**src/rtl/irs_readout_pkg.sv**
```systemverilog
// Shared definitions for the IRS readout controllers: mode and state encodings,
// default ASIC timing (all values are cycles-1) and the phase-counter width.
package irs_readout_pkg;

   localparam int PHASE_W = 8;

   typedef enum logic [1:0] {
      MODE_LOAD     = 2'b00,
      MODE_INC      = 2'b01,
      MODE_LOAD_INC = 2'b10,
      MODE_RSVD     = 2'b11
   } mode_e;

   typedef enum logic [2:0] {
      ST_IDLE       = 3'd0,
      ST_DIR_SETUP  = 3'd1,
      ST_SH_HIGH    = 3'd2,
      ST_SH_LOW     = 3'd3,
      ST_SH_HOLD    = 3'd4,
      ST_INC_HIGH   = 3'd5,
      ST_INC_SETTLE = 3'd6,
      ST_DONE       = 3'd7
   } state_e;

   localparam int DEF_DIR_SETUP  = 10;
   localparam int DEF_SCLK_HIGH  = 10;
   localparam int DEF_SCLK_LOW   = 10;
   localparam int DEF_SHIFT_HOLD = 10;
   localparam int DEF_INC_HIGH   = 1;
   localparam int DEF_INC_SETTLE = 1;

   function automatic logic [PHASE_W-1:0] phase_tc(input int cycles_m1);
      return cycles_m1[PHASE_W-1:0];
   endfunction

endpackage

```
**src/rtl/irs_phase_timer.sv**
```systemverilog
// Terminal-count phase timer: counts cycles spent in the current state and
// flags the last one; the owning FSM clears it on every state change.
module irs_phase_timer
   import irs_readout_pkg::*;
#(
   parameter int W = PHASE_W
) (
   input  logic         clk_i,
   input  logic         rst_i,
   input  logic         clr_i,
   input  logic [W-1:0] tc_i,
   output logic         last_o
);

   localparam logic [W-1:0] ONE = {{(W-1){1'b0}}, 1'b1};

   logic [W-1:0] cnt_r;

   // cycle counter, restarted whenever the FSM changes state
   always_ff @(posedge clk_i) begin
      if (rst_i) begin
         cnt_r <= '0;
      end else if (clr_i) begin
         cnt_r <= '0;
      end else begin
         cnt_r <= cnt_r + ONE;
      end
   end

   assign last_o = (cnt_r == tc_i);

endmodule

```
**src/rtl/irs_address_sequencer.sv**
```systemverilog
// IRS DO-address sequencer: serially loads a readout address into the ASIC and
// issues increment bursts with a data-latch strobe per increment.
module irs_address_sequencer
   import irs_readout_pkg::*;
#(
   parameter int ADDR_W     = 9,
   parameter int CNT_W      = 10,
   parameter bit MSB_FIRST  = 1'b0,
   parameter int DIR_SETUP  = DEF_DIR_SETUP,
   parameter int SCLK_HIGH  = DEF_SCLK_HIGH,
   parameter int SCLK_LOW   = DEF_SCLK_LOW,
   parameter int SHIFT_HOLD = DEF_SHIFT_HOLD,
   parameter int INC_HIGH   = DEF_INC_HIGH,
   parameter int INC_SETTLE = DEF_INC_SETTLE
) (
   input  logic              clk_i,
   input  logic              rst_i,
   input  logic              start_i,
   input  logic [1:0]        mode_i,
   input  logic [ADDR_W-1:0] addr_i,
   input  logic [CNT_W-1:0]  n_incr_i,
   output logic              busy_o,
   output logic              done_o,
   output logic              step_o,
   output logic [ADDR_W-1:0] addr_o,
   output logic              do_dir_o,
   output logic              do_sin_o,
   output logic              do_sclk_o
);

   localparam int BIT_W = $clog2(ADDR_W + 1);
   localparam logic [BIT_W-1:0]  LAST_BIT = BIT_W'(ADDR_W - 1);
   localparam logic [BIT_W-1:0]  BIT_ONE  = {{(BIT_W-1){1'b0}}, 1'b1};
   localparam logic [ADDR_W-1:0] ADDR_ONE = {{(ADDR_W-1){1'b0}}, 1'b1};
   localparam logic [CNT_W-1:0]  CNT_ONE  = {{(CNT_W-1){1'b0}}, 1'b1};

   state_e              state_r, state_s;
   mode_e               mode_r;
   logic [PHASE_W-1:0]  tc_s;
   logic                last_s, clr_s, dir_s;
   logic [ADDR_W-1:0]   shift_r, addr_lat_r, shadow_r;
   logic [CNT_W-1:0]    n_r, inc_cnt_r, inc_nxt_s;
   logic [BIT_W-1:0]    bit_cnt_r;

   assign inc_nxt_s = inc_cnt_r + CNT_ONE;
   assign clr_s     = (state_s != state_r);

   irs_phase_timer #(.W(PHASE_W)) u_timer (
      .clk_i  (clk_i),
      .rst_i  (rst_i),
      .clr_i  (clr_s),
      .tc_i   (tc_s),
      .last_o (last_s)
   );

   // per-state dwell length
   always_comb begin
      tc_s = '0;
      case (state_r)
         ST_DIR_SETUP:  tc_s = phase_tc(DIR_SETUP);
         ST_SH_HIGH:    tc_s = phase_tc(SCLK_HIGH);
         ST_SH_LOW:     tc_s = phase_tc(SCLK_LOW);
         ST_SH_HOLD:    tc_s = phase_tc(SHIFT_HOLD);
         ST_INC_HIGH:   tc_s = phase_tc(INC_HIGH);
         ST_INC_SETTLE: tc_s = phase_tc(INC_SETTLE);
         default:       tc_s = '0;
      endcase
   end

   // next-state logic
   always_comb begin
      state_s = state_r;
      case (state_r)
         ST_IDLE: begin
            if (start_i) begin
               case (mode_i)
                  MODE_LOAD, MODE_LOAD_INC: state_s = ST_DIR_SETUP;
                  MODE_INC:  state_s = (n_incr_i != '0) ? ST_INC_HIGH : ST_DONE;
                  default:   state_s = ST_DONE;
               endcase
            end else begin
               state_s = ST_IDLE;
            end
         end
         ST_DIR_SETUP: state_s = last_s ? ST_SH_HIGH : ST_DIR_SETUP;
         ST_SH_HIGH:   state_s = last_s ? ST_SH_LOW : ST_SH_HIGH;
         ST_SH_LOW: begin
            if (last_s) begin
               state_s = (bit_cnt_r == LAST_BIT) ? ST_SH_HOLD : ST_SH_HIGH;
            end else begin
               state_s = ST_SH_LOW;
            end
         end
         ST_SH_HOLD: begin
            if (last_s) begin
               state_s = (mode_r == MODE_LOAD_INC && n_r != '0) ? ST_INC_HIGH : ST_DONE;
            end else begin
               state_s = ST_SH_HOLD;
            end
         end
         ST_INC_HIGH: state_s = last_s ? ST_INC_SETTLE : ST_INC_HIGH;
         ST_INC_SETTLE: begin
            if (last_s) begin
               state_s = (inc_nxt_s == n_r) ? ST_DONE : ST_INC_HIGH;
            end else begin
               state_s = ST_INC_SETTLE;
            end
         end
         ST_DONE: state_s = ST_IDLE;
         default: state_s = ST_IDLE;
      endcase
   end

   // state, operand capture, shifter and shadow address
   always_ff @(posedge clk_i) begin
      if (rst_i) begin
         state_r    <= ST_IDLE;
         mode_r     <= MODE_LOAD;
         shift_r    <= '0;
         addr_lat_r <= '0;
         shadow_r   <= '0;
         n_r        <= '0;
         inc_cnt_r  <= '0;
         bit_cnt_r  <= '0;
      end else begin
         state_r <= state_s;
         case (state_r)
            ST_IDLE: begin
               if (start_i) begin
                  shift_r    <= addr_i;
                  addr_lat_r <= addr_i;
                  n_r        <= n_incr_i;
                  mode_r     <= mode_e'(mode_i);
                  inc_cnt_r  <= '0;
                  bit_cnt_r  <= '0;
               end
            end
            ST_SH_HIGH: begin
               // next bit appears on DO_SIN as SCLK falls
               if (last_s) begin
                  shift_r <= MSB_FIRST ? {shift_r[ADDR_W-2:0], 1'b0}
                                       : {1'b0, shift_r[ADDR_W-1:1]};
               end
            end
            ST_SH_LOW: begin
               if (last_s) begin
                  bit_cnt_r <= bit_cnt_r + BIT_ONE;
               end
            end
            ST_SH_HOLD: begin
               if (last_s) begin
                  shadow_r <= addr_lat_r;
               end
            end
            ST_INC_SETTLE: begin
               if (last_s) begin
                  shadow_r  <= shadow_r + ADDR_ONE;
                  inc_cnt_r <= inc_nxt_s;
               end
            end
            default: begin
            end
         endcase
      end
   end

   assign dir_s     = (state_r == ST_DIR_SETUP) || (state_r == ST_SH_HIGH) ||
                      (state_r == ST_SH_LOW)    || (state_r == ST_SH_HOLD);
   assign busy_o    = (state_r != ST_IDLE);
   assign done_o    = (state_r == ST_DONE);
   assign step_o    = (state_r == ST_INC_SETTLE) && last_s;
   assign addr_o    = shadow_r;
   assign do_dir_o  = dir_s;
   assign do_sclk_o = (state_r == ST_SH_HIGH) || (state_r == ST_INC_HIGH);
   assign do_sin_o  = dir_s & (MSB_FIRST ? shift_r[ADDR_W-1] : shift_r[0]);

endmodule

```
**config.mk**
```make
export PLATFORM = sky130hd
export DESIGN_NAME = irs_address_sequencer
export DESIGN_NICKNAME = d
export VERILOG_FILES = /design/src/rtl/irs_readout_pkg.sv /design/src/rtl/irs_phase_timer.sv /design/src/rtl/irs_address_sequencer.sv
export SDC_FILE = /design/constraint.sdc
export NUM_CORES = 1
export LEC_CHECK = 0
export ABC_AREA = 1
export ABC_CLOCK_PERIOD_IN_PS = 3300
export BUFFER_PORTS_ARGS = -buffer_cell sky130_fd_sc_hd__buf_2
export CAP_MARGIN = 15
export CORE_MARGIN = 3
export CORE_UTILIZATION = 30
export DETAILED_ROUTE_END_ITERATION = 10
export HOLD_SLACK_MARGIN = 0.15
export PLACE_DENSITY_LB_ADDON = 0.25
export SLEW_MARGIN = 5
export SYNTH_ARGS = -nofsm -noshare
export SYNTH_HDL_FRONTEND = slang
export SYNTH_SLANG_ARGS = --single-unit
```
**constraint.sdc**
```tcl
create_clock -name clk_i -period 3.3 [get_ports clk_i]
set_clock_uncertainty 0.2 [all_clocks]
set_input_delay 0.33 -clock clk_i [delete_from_list [all_inputs] [get_ports clk_i]]
set_output_delay 0.33 -clock clk_i [all_outputs]
set_load 0.1 [all_outputs]
```
==> results of run 1 <==
[metrics by stage]
step	power, uW	utilization	cells	worst slack [ns]
6_report	4000	0.380	703	0.500
5_1_grt	4290	0.380	703	0.324
4_1_cts	4020	0.380	703	0.509
3_5_place_dp	3140	0.337	667	0.869
3_3_place_gp	3120	0.337	667	0.912
2_1_floorplan	2830	-	502	0.417
[kinds of logic (layout without fill, tap and decap cells)]
group | count (synthesis) | after routing
AO/OA/AOI/OAI | 110 | 110
AND/OR/NAND/NOR | 233 | 233
adder cells (fa/ha/maj) | 5 | 5
flip-flops | 64 | 64
buffers and inverters | 80 | 141
XOR/XNOR | 10 | 10
[power by group through the flow]
stage | sequential, uW | combinational, uW | clock (uW)
4_1_cts | 1200 | 1950 | 869
5_1_grt | 1240 | 2140 | 917
3_5_place_dp | 1210 | 1930 | 0
6_report | 1200 | 1940 | 852
2_1_floorplan | 1430 | 1400 | 0
3_3_place_gp | 1210 | 1910 | 0
[cell type report]
| cell class | count | area [um^2] | area share |
|---|---|---|---|
| Tap cell | 140 | 175 | 0.0420 |
| Clock buffer | 12 | 246 | 0.0591 |
| Inverter | 64 | 243 | 0.0582 |
| Sequential cell | 64 | 1280 | 0.307 |
| Clock inverter | 4 | 20.0 | 0.00480 |
| Multi-Input combinational cell | 358 | 1790 | 0.430 |
| Timing Repair Buffer | 61 | 413 | 0.0990 |
[state kept, by name (all words and copies together) (netlist names), 3 cells and up]
signal and cells:
state_r 3, bit_cnt_r 4, addr_o 9, n_r 10, addr_lat_r 9, u_timer.cnt_r 8
shift_r 9, inc_cnt_r 10
[how the worst max path moves through the flow]
stage          cells past startpoint       start  slack [ns]     end
2_1_floorplan                      7  state_r[0]        0.42  step_o
3_3_place_gp                       9  state_r[2]        0.91  step_o
3_5_place_dp                       9  state_r[2]        0.87  step_o
4_1_cts                            9  state_r[2]        0.51  step_o
5_1_grt                            9  state_r[2]        0.32  step_o
6_report                           9  state_r[2]        0.50  step_o
[worst min-delay path: cells and delay by family]
kind / cells / cell delay (ns)
and+or+nand+nor: 1 / 0.06
buffers and inverters: 3 / 0.20
AOI/OAI and AO/OA: 1 / 0.05
[per-layer routing]
layer	track usage	vias to the layer above
met5	0	-
met1	0.192	1517
met2	0.231	73
met4	0.0505	0
met3	0.0221	5
li1	-	1748
[layout by cell type, fill, tap and decap left out, drive strengths merged, types with 2 or more instances in the layout]
cell type / n
nand2: 112
nor2: 66
dfxtp: 64
inv: 64
o21ai: 56
a21oi: 43
buf: 41
nand3: 38
dlygate4sd3: 20
clkbuf: 12
nor3: 8
a31oi: 8
xor2: 8
ha: 5
nand4: 5
clkinv: 4
nor4: 3
xnor2: 2
==> impl_metrics.json, run 1 <==
{
  "std_cell_rows": 38,
  "max_slew_vio_count": 0,
  "worst_path_dominant_cell_family": "buffers and inverters",
  "max-slew-margin-rel": 0.549,
  "power.static_leakage_uw": 0.00182,
  "floorplan.core_area_um2": 11000,
  "detail_route.wl_per_cell_um": 12.6,
  "critPathCaptureType": "output pin",
  "fin_crit_sh": 0.849,
  "post-route-cell-area_um2": 4170,
  "grt_util_all_layers": 0.142,
  "cp.required_ns": 2.77,
  "synth_top_family_by_area": "simple AND/OR/NAND/NOR gates",
  "holdPathStages": 5,
  "synthArstFlopShare": 0,
  "finalSetupViolations": 0,
  "outcome": "finished clean",
  "final.fill_count": 1139,
  "mappedNetlistNets": 531,
  "hold-worst-slack_ns": 0.164,
  "post_dp_cell_area_um2": 3700,
  "routed-wl-met2_um": 4160,
  "setup_tns_ns": 0,
  "vdd_drop_max_uv": 777,
  "synth_top_cell_area_share": 0.376,
  "ys.flop_type": "dfxtp_1",
  "cellPowerDensity_nw_per_um2": 958,
  "critPathSlowestCell": "dfxtp_1",
  "grt_pass1_vias": 3014,
  "path_clk_slew_ns": 0.05,
  "grt_start_max_net_pins": 42,
  "start_util": 0.310,
  "crit-reg2reg-capture": "addr_o[8]",
  "post_synth_and_or_nand_nor_area_fraction": 0.307,
  "internal_power_uw": 2030,
  "route.layer.met1.wl_um": 4250,
  "detailed_place_hpwl_um": 6370,
  "comb_pwr_share": 0.486,
  "synth-seq-area-share": 0.376,
  "synth_compound_gate_area_share": 0.173,
  "syn-instance-count": 502,
  "drc": 0,
  "numCtsBuffers": 9,
  "detail_route.wirelength_um": 8880,
  "hold_viol_final": 0,
  "antenna_cells_inserted": 0,
  "crit_chain": "inv_1 > nor2_1 > nor2_1 > o21ai_2 > nand4_2 > inv_4 > nand2_2 > inv_1 > buf_2",
  "critical_path.max_stage_delay_ns": 0.54,
  "synth_cell_type_count": 36,
  "cts_tree": "built",
  "detailedRoute.firstPassIterationCount": 5,
  "mappedNetlistArea_um2": 3410,
  "post_synth_fa_ha_maj_area_fraction": 0.0183,
  "die_w_um": 113,
  "clock_tree.buffer_depth": 2,
  "globalRoute.totalOverflow": 0,
  "p_sw_frac": 0.492,
  "postSynthRegisterBits": 64,
  "cap_viol_max_count": 0,
  "gp_congestion": 0.834,
  "vias": 3343,
  "synth.area.top_cells": "dfxtp_1 38%, nand2_1 11%, nor2_1 6.7%, o21ai_0 6.6%, inv_1 6.5%",
  "post_cts_resized": 0,
  "cts_hold_buf": 20,
  "xor_xnor_portion_of_the_synthesized_cell_area": 0.0257,
  "crit_path_max_fanout": 9,
  "netlist_top_cells_count": "104 x nand2_1, 64 x dfxtp_1, 61 x nor2_1",
  "worst_max_slew_pin_slew_ns": 0.676,
  "wire_length_of_the_first_global_routing_pass_um": 14600,
  "post-synth-top-area-cell": "dfxtp_1",
  "antenna_violating_nets_post_route": 0,
  "die_area_um2": 12700,
  "min_delay_worst_endpoint": "mode_r[0]",
  "fp.dieH_um": 113,
  "post_synth_mux_area_share": 0,
  "pwr-share-seq": 0.300,
  "synth_most_common_cell": "nand2_1",
  "cts.sinks": 64,
  "yosys_warnings": 0,
  "switching_power_uw": 1970,
  "synth_edf_count": 0,
  "place.port_buffers": 38,
  "fraction_of_layout_cells_with_a_size_suffix_above_1": 0.147,
  "worst-endpoint-arrival_ns": 2.27,
  "post_cts_buffers": 0,
  "worstSkewPairLatency_ns": 0.32,
  "synth.avg_cell_area_um2": 6.79,
  "areaGrowthSynthToFinish_pct": 22.3,
  "finalNetCount": 587,
  "rr_startpoint": "state_r[2]",
  "minimum_period_implied_by_the_final_worst_setup_slack_ns": 2.80,
  "detail_route.vias_per_cell": 4.76,
  "clkPwrFrac": 0.213,
  "fmaxAchievable_mhz": 357,
  "ioPinCount": 39,
  "timing.reg2reg.setup_slack_ns": 0.90,
  "path_type_of_the_worst_min_delay_path": "input port to flop",
  "worst_setup_path_start_kind": "flop",
  "highest_layer": "met4",
  "met3_length_um": 392,
  "root_buffer": "clkbuf_16",
  "rsz_0062_raised_after_global_routing": "no",
  "reg2reg_depth": 11,
  "hold_path.startpoint": "mode_i[0]",
  "htree_num_levels": 3,
  "antenna_found_initial": 0,
  "first_iter_violations": 200,
  "criticalPathCategory": "flop to output pin",
  "critical_path_buf_inv_count": 4
}
Power figures use the tool's default switching activity.
==> inputs of run 2 (changes only) <==
--- a/config.mk
+++ b/config.mk
@@ -6,7 +6,7 @@
 export NUM_CORES = 1
 export LEC_CHECK = 0
 export ABC_AREA = 1
-export ABC_CLOCK_PERIOD_IN_PS = 3300
+export ABC_CLOCK_PERIOD_IN_PS = 2610
 export BUFFER_PORTS_ARGS = -buffer_cell sky130_fd_sc_hd__buf_2
 export CAP_MARGIN = 15
 export CORE_MARGIN = 3
==> constraint.sdc (replaced) <==
create_clock -name clk_i -period 2.61 [get_ports clk_i]
set_clock_uncertainty 0.2 [all_clocks]
set_input_delay 0.261 -clock clk_i [delete_from_list [all_inputs] [get_ports clk_i]]
set_output_delay 0.261 -clock clk_i [all_outputs]
set_load 0.1 [all_outputs]
==> impl_metrics.json, run 2 (same netlist as run 1, synthesis figures left out) <==
{
  "outcome": "finished clean",
  "worst_setup_path_start_kind": "flop",
  "detail_route.wirelength_um": 8680,
  "die_area_um2": 12700,
  "power.static_leakage_uw": 0.00187,
  "max_slew_vio_count": 0,
  "most-common-layout-cells": "104 x nand2_1, 64 x dfxtp_1, 60 x nor2_1",
  "cts.sinks": 64,
  "detail_route.vias_per_cell": 4.71,
  "wire_length_of_the_first_global_routing_pass_um": 15200,
  "root_buffer": "clkbuf_16",
  "vias": 3333,
  "hold_path.startpoint": "start_i",
  "htree_num_levels": 3,
  "detailed_place_hpwl_um": 6290,
  "rsz_0062_raised_after_global_routing": "no",
  "detail_route.wl_per_cell_um": 12.3,
  "grt_pass1_vias": 3168,
  "grt_util_all_layers": 0.145,
  "first_iter_violations": 122,
  "clock_tree.buffer_depth": 2,
  "fp.dieH_um": 113,
  "std_cell_rows": 38,
  "fraction_of_layout_cells_with_a_size_suffix_above_1": 0.148,
  "post_cts_buffers": 0,
  "areaGrowthSynthToFinish_pct": 26.3,
  "crit_path_max_fanout": 17,
  "place.port_buffers": 38,
  "final.fill_count": 1107,
  "setup_tns_ns": 0,
  "registers_with_the_most_flip_flops": "inc_cnt_r x10, n_r x10",
  "p_total_uw": 5320,
  "holdPathStages": 5,
  "timing.reg2reg.setup_slack_ns": 0.21,
  "antenna_cells_inserted": 0,
  "hold_viol_final": 0,
  "layout.cells.most_common": "nand2_1",
  "criticalPathCategory": "flop to output pin",
  "path_clk_slew_ns": 0.05,
  "drc": 0,
  "cellPowerDensity_nw_per_um2": 1240,
  "max-slew-margin-rel": 0.566,
  "gp_congestion": 0.871,
  "crit-reg2reg-capture": "addr_o[8]",
  "rr_startpoint": "state_r[0]",
  "reg2reg_depth": 11,
  "hold-worst-slack_ns": 0.193,
  "finalSetupViolations": 0,
  "cap_viol_max_count": 0,
  "detailedRoute.firstPassIterationCount": 5,
  "antenna_found_initial": 0,
  "ff_latch_area_um2": 1280,
  "antenna_violating_nets_post_route": 0,
  "floorplan.core_area_um2": 11000,
  "min_delay_worst_endpoint": "state_r[0]",
  "vdd_drop_max_uv": 1040,
  "path_type_of_the_worst_min_delay_path": "input port to flop",
  "start_util": 0.310,
  "die_w_um": 113,
  "worst-endpoint-arrival_ns": 2.01,
  "grt_start_max_net_pins": 42,
  "numCtsBuffers": 9,
  "cp.required_ns": 2.15,
  "finalNetCount": 591,
  "worstSkewPairLatency_ns": 0.32,
  "worst_max_slew_pin_slew_ns": 0.650,
  "cts_tree": "built",
  "multi_input_comb_area_um2": 1810,
  "fmaxAchievable_mhz": 405,
  "ioPinCount": 39,
  "critPathCaptureType": "output pin",
  "globalRoute.totalOverflow": 0,
  "minimum_period_implied_by_the_final_worst_setup_slack_ns": 2.47,
  "fin_crit_sh": 0.946
}
-- run 2: cell types whose count changed in the layout (fill, tap and decap cells not counted), moves of 2 or more --
cell / change
dlygate4sd3_1: +3
buf_12: +2
clkinv_2: -3
bufinv_16: +2
-- run 2: area by class of cell --
| cell class | count | share of cell area |
|---|---|---|
| multi-input cells | 358 | 0.421 |
| flip-flops and latches | 64 | 0.298 |
| repair buffers | 65 | 0.111 |
| clock buffers | 13 | 0.0581 |
| inverters | 64 | 0.0569 |
| well taps | 140 | 0.0407 |
| clock inverters | 3 | 0.0151 |
-- run 2: worst max-delay path, cell delays in order (launching register included) --
cell and delay [ns]:
dfxtp_1 0.52, nor2_4 0.09, nand2_4 0.18, a21oi_1 0.09, nor2_1 0.11, nand4_2 0.13
inv_4 0.15, nand2_2 0.10, inv_1 0.12, buf_12 0.18
-- run 2: timing repair --
action                                 CTS  global route
gates resized for setup                  0             4
hold buffers                            23             0
endpoints found under the hold margin   34             0
setup endpoints to repair                0             3
-- run 2: report_power, final --
part | switching, uW | internal (uW) | leakage, uW
sequential | 228 | 1280 | 0.000525
combinational | 1880 | 663 | 0.00119
clock | 410 | 861 | 0.000154
-- run 2: stage by stage --
stage	std cells	util	cell area (um^2)	setup slack [ns]
2_1_floorplan	502	-	3430	0.0596
3_3_place_gp	668	0.342	3750	0.234
6_report	707	0.392	4310	0.142
4_1_cts	707	0.391	4300	0.102
5_1_grt	707	0.392	4310	0.0167
3_5_place_dp	668	0.342	3750	0.230
-- run 2: worst max path at each step --
stage / end / cells past startpoint / slack [ns] / start
finish: step_o / 9 / 0.14 / state_r[0]
global route: step_o / 9 / 0.02 / state_r[0]
CTS: step_o / 9 / 0.10 / state_r[0]
detailed placement: addr_o[8] / 10 / 0.23 / state_r[0]
global placement: addr_o[8] / 10 / 0.23 / state_r[0]
floorplan: step_o / 7 / 0.06 / state_r[0]
-- run 2: per-layer routing --
layer  vias to the layer above  global-route usage  part of all wire
li1                       1751                   -                 -
met1                      1491               0.211              0.52
met2                        78               0.215              0.42
met3                        13              0.0307             0.046
met4                         0              0.0425             0.016
met5                         -                   0                 0
